**config.mk**
```make
export PLATFORM = sky130hd
export DESIGN_NAME = instr_fetch
export DESIGN_NICKNAME = d
export VERILOG_FILES = /design/src/rtl/instr_fetch.sv
export SDC_FILE = /design/constraint.sdc
export NUM_CORES = 1
export LEC_CHECK = 0
export ABC_AREA = 1
export ABC_CLOCK_PERIOD_IN_PS = 3700
export CORE_ASPECT_RATIO = 2
export CORE_MARGIN = 4
export CORE_UTILIZATION = 45
export CTS_BUF_LIST = sky130_fd_sc_hd__clkbuf_16
export DETAILED_ROUTE_END_ITERATION = 10
export PLACE_DENSITY_LB_ADDON = 0.12
export SETUP_SLACK_MARGIN = 0.05
export SKIP_CTS_REPAIR_TIMING = 1
export SYNTH_ARGS = -nofsm -noshare
export SYNTH_HDL_FRONTEND = slang
export SYNTH_SLANG_ARGS = --single-unit
export TNS_END_PERCENT = 50
```
**constraint.sdc**
```tcl
create_clock -name clk -period 3.7 [get_ports clk]
set_input_delay 0.555 -clock clk [delete_from_list [all_inputs] [get_ports clk]]
set_output_delay 0.555 -clock clk [all_outputs]
set_load 0.02 [all_outputs]
```
**src/rtl/instr_fetch.sv**
```systemverilog
// instr_fetch: LEGv8 fetch stage owning the PC and the IF/ID register; `define FETCH_HALT_EN to stop fetching on HALT_WORD
module instr_fetch #(
  parameter logic [15:0] RESET_PC  = 16'h0000,
  parameter logic [31:0] HALT_WORD = 32'hD600_03E0
) (
  input  logic        clk,
  input  logic        rst_n,
  input  logic        stall,
  input  logic        flush,
  input  logic        br_taken,
  input  logic [15:0] br_target,
  output logic [15:0] rom_addr,
  input  logic [31:0] rom_data,
  output logic [31:0] if_instr,
  output logic [15:0] if_pc,
  output logic [15:0] if_pc_plus4,
  output logic        if_valid,
  output logic        halted
);
  localparam logic [0:0] RUN  = 1'b0;
  localparam logic [0:0] HALT = 1'b1;
  logic [15:0] pc_q, pc_d, pc_plus4;
  logic [31:0] instr_q, instr_d;
  logic [15:0] ifpc_q, ifpc_d, pc4_q, pc4_d;
  logic        valid_q, valid_d;
  logic [0:0]  state_q, state_d;
  logic        halt_hit;
  logic        unused_target;
  assign unused_target = ^br_target[1:0];
  assign pc_plus4 = pc_q + 16'd4;
`ifdef FETCH_HALT_EN
  assign halt_hit = (rom_data == HALT_WORD) && !flush;
`else
  logic unused_halt_word;
  assign unused_halt_word = ^HALT_WORD;
  assign halt_hit = 1'b0;
`endif
  // next-state selection: branch beats stall, stall beats halt, halt beats advance
  always_comb begin
    pc_d    = pc_q;
    instr_d = instr_q;
    ifpc_d  = ifpc_q;
    pc4_d   = pc4_q;
    valid_d = valid_q;
    state_d = state_q;
    if (br_taken) begin
      pc_d    = {br_target[15:2], 2'b00};
      valid_d = 1'b0;
      state_d = RUN;
    end else if (stall) begin
      pc_d    = pc_q;
    end else if (state_q == HALT) begin
      valid_d = 1'b0;
    end else begin
      instr_d = rom_data;
      ifpc_d  = pc_q;
      pc4_d   = pc_plus4;
      valid_d = !flush;
      pc_d    = halt_hit ? pc_q : pc_plus4;
      state_d = halt_hit ? HALT : RUN;
    end
  end
  // state registers with synchronous active-low reset
  always_ff @(posedge clk) begin
    if (!rst_n) begin
      pc_q    <= {RESET_PC[15:2], 2'b00};
      instr_q <= '0;
      ifpc_q  <= '0;
      pc4_q   <= '0;
      valid_q <= 1'b0;
      state_q <= RUN;
    end else begin
      pc_q    <= pc_d;
      instr_q <= instr_d;
      ifpc_q  <= ifpc_d;
      pc4_q   <= pc4_d;
      valid_q <= valid_d;
      state_q <= state_d;
    end
  end
  assign rom_addr    = pc_q;
  assign if_instr    = instr_q;
  assign if_pc       = ifpc_q;
  assign if_pc_plus4 = pc4_q;
  assign if_valid    = valid_q;
  assign halted      = (state_q == HALT);
endmodule

```
==> results.md <==
* Layout area overhead at 50.7%
* Routability cong. at 0.854
* Clock latency on the worst-skew pair at 320 ps
* Initial Util at 0.469
* Clk buf depth at 2
* Post-Syn Instances at 391
* WP data required at 3930 ps
* Startpoint types: input pin
* Drt drc at 0
* Leading post-synthesis cells by cell area: dfxtp_1 50%, nor2_1 10%, o21ai_0 9.7%, a21oi_1 5.7%, nand2_1 5.7%
* Most frequent cell after synthesis: nor2_1
* CP cell instances: clkdlybuf4s50_1, inv_2, nand2_1, inv_2, nand3_1, a31oi_1
* IO buf count at 125
* Worst vdd ir at 0.353 mV
* Most instantiated cells after synthesis: 81 x nor2_1, 75 x dfxtp_1, 58 x o21ai_0
* Min Tclk post-route at 2600 ps
* Critical path's slowest cell: clkdlybuf4s50_1
* Num Clock Sinks at 75
* Fin area at 4490 um^2
* Sequential element share of the synthesized area at 0.504
* Fmax at 384 MHz
* Final setup skew at 1.95 ps
* Clock-pin transition on the worst setup and hold timing paths at 50 ps
* Inst Count DP at 582
* CORE AREA at 6360 um^2
* Max-cap violations at 0
* FFs w/ async S/R, synth at 0
* Setup CP Type: in -> reg
* GRT Total Usage at 0.219
* Worst-path fanout max at 65
* Total CTS buffers at 9
* Die area at 8070 um^2
* Slew margin rel. at 0.312
* Setup violations, final at 0
* Vias in the first global route at 2,836
* Critical Path AT at 2830 ps
* TritonRoute pass-1 iters at 4
* Synth Flop Type: dfxtp_1
* Largest net degree at the start of global routing at 66
* Die width at 65.6 um
* Core Rows at 41
* Critical Path Most Common Cell: inv_2
* GRT overflow at 0
* Synth Register Bits at 75
* Slew @ Worst Pin at 1030 ps
* Status: complete, no violations
* # diodes at 0
* Post-route setup TNS at 0 ps
* Slew Limit Fails at 0
* Routed wire per std cell at 14.6 um
* Root Driver: clkbuf_16
* Vias per cell at 4.97
* RSZ-0062 raised after global routing: false
* Final Hold Vio Count at 0
* Total number of vias at 2,969
* Yosys cell types at 25
* CTS tree: yes
* Element type at the critical path end: flip-flop
* Area after DPL at 4220 um^2
* Slowest cell delay on critical path at 770 ps
* Yosys top cell area share at 0.504
* Yosys Warn Count at 0
* PwrDens at 452 nW/um^2
* Cell taking the most area after synthesis: dfxtp_1
* Die height at 123 um
* Non-Filler Instances at 597
* DP Wirelength at 6040 um
* Io pins at 135
* Top delay family on crit path: buffers and inverters
* H-tree level count at 3
* Layout cells sized above 1 at 0.0509
* Number of flops mapped to enable cells by yosys at 0
* Final WL at 8700 um
* CP Buf/Inv Count at 3
* Final ANT Viol Nets at 0
* First-pass GRT wire length at 13,400 um
* Static leakage at 1.74 nW
* Synth Cell Area at 2980 um^2
* Final Cycle Share at 0.703
* Initial antenna violation count at 0
* DR iter-0 viols at 212
* Layout net count at 561
* Worst min-delay path class: reg -> reg
* Avg Inst Size Synth at 7.63 um^2
worst paths after layout:
path,startpoint,endpoint,slack [ps],depth (start not counted)
worst max-delay path,br_taken,rom_addr[4],1100,6
worst max register to register,rom_addr[2],rom_addr[10],2120,7
worst min-delay path,if_pc_plus4[5],if_pc_plus4[5],470,2
worst min register to register,if_pc_plus4[5],if_pc_plus4[5],470,2
sequential cells by signal (all words and copies together), names as in the netlist:
register / flops
if_valid: 1
if_pc_plus4: 14
if_pc: 14
if_instr: 32
rom_addr: 14
kinds of logic after synthesis:
logic type                 Yosys count  synth area share
and+or+nand+nor                    153             0.211
AOI/OAI and AO/OA                  102             0.182
DFF                                 75             0.504
buffers and inverters               56            0.0890
xor gates and xnor gates             3           0.00881
adders and majority gates            1           0.00420
other                                1           0.00126
placed cells by master (no fill, tap or decap):
| cell type | n |
|---|---|
| clkdlybuf4s50_1 | 125 |
| nor2_1 | 81 |
| dfxtp_1 | 75 |
| o21ai_0 | 58 |
| nand2_1 | 45 |
| a21oi_1 | 34 |
| inv_1 | 27 |
| nand3_1 | 13 |
| clkbuf_16 | 9 |
| conb_1 | 7 |
| nand4_1 | 5 |
| nor2_2 | 4 |
| a31oi_1 | 4 |
| nand2_2 | 3 |
| a22o_1 | 3 |
| clkinv_1 | 3 |
| xor2_1 | 3 |
| inv_2 | 2 |
| o21bai_2 | 2 |
| buf_4 | 2 |
| nor2_4 | 1 |
| or2_2 | 1 |
| o211ai_1 | 1 |
| ha_1 | 1 |
| bufinv_16 | 1 |
| clkinv_2 | 1 |
report_power, final:
| part | internal [mW] | total (mW) | switching (mW) |
|---|---|---|---|
| combinational | 0.160 | 0.330 | 0.170 |
| clock | 0.507 | 0.812 | 0.305 |
| sequential | 0.855 | 0.888 | 0.0326 |
per-layer routing:
layer | share of wire | vias to the layer above | global-route usage
met2 | 0.53 | 119 | 0.383
met1 | 0.38 | 1344 | 0.243
met5 | 0 | - | 0
met3 | 0.063 | 14 | 0.0536
met4 | 0.021 | 0 | 0.103
li1 | - | 1492 | -
worst min-delay path, stage by stage (launching register included):
cell and delay, ps:
dfxtp_1 310, nand2_1 60, a21oi_1 50
metrics by stage:
stage	utilization	hold slack [ps]	total power, mW	worst slack [ps]
finish	0.706	465	2.03	1100
global route	0.706	480	2.11	896
CTS	0.706	469	2.05	1110
detailed placement	0.663	457	1.24	764
global placement	0.663	456	1.23	801
floorplan	-	540	1.07	2260
cell type report:
cell class              instances  area (um^2)
flip-flops and latches         75         1500
multi-input cells             266         1240
repair buffers                127         1270
fillers                       565         1870
clock buffers                   9          225
well taps                      86          108
inverters                      28          105
clock inverters                 6         50.0
No activity file was read; power rests on OpenSTA's default activity.
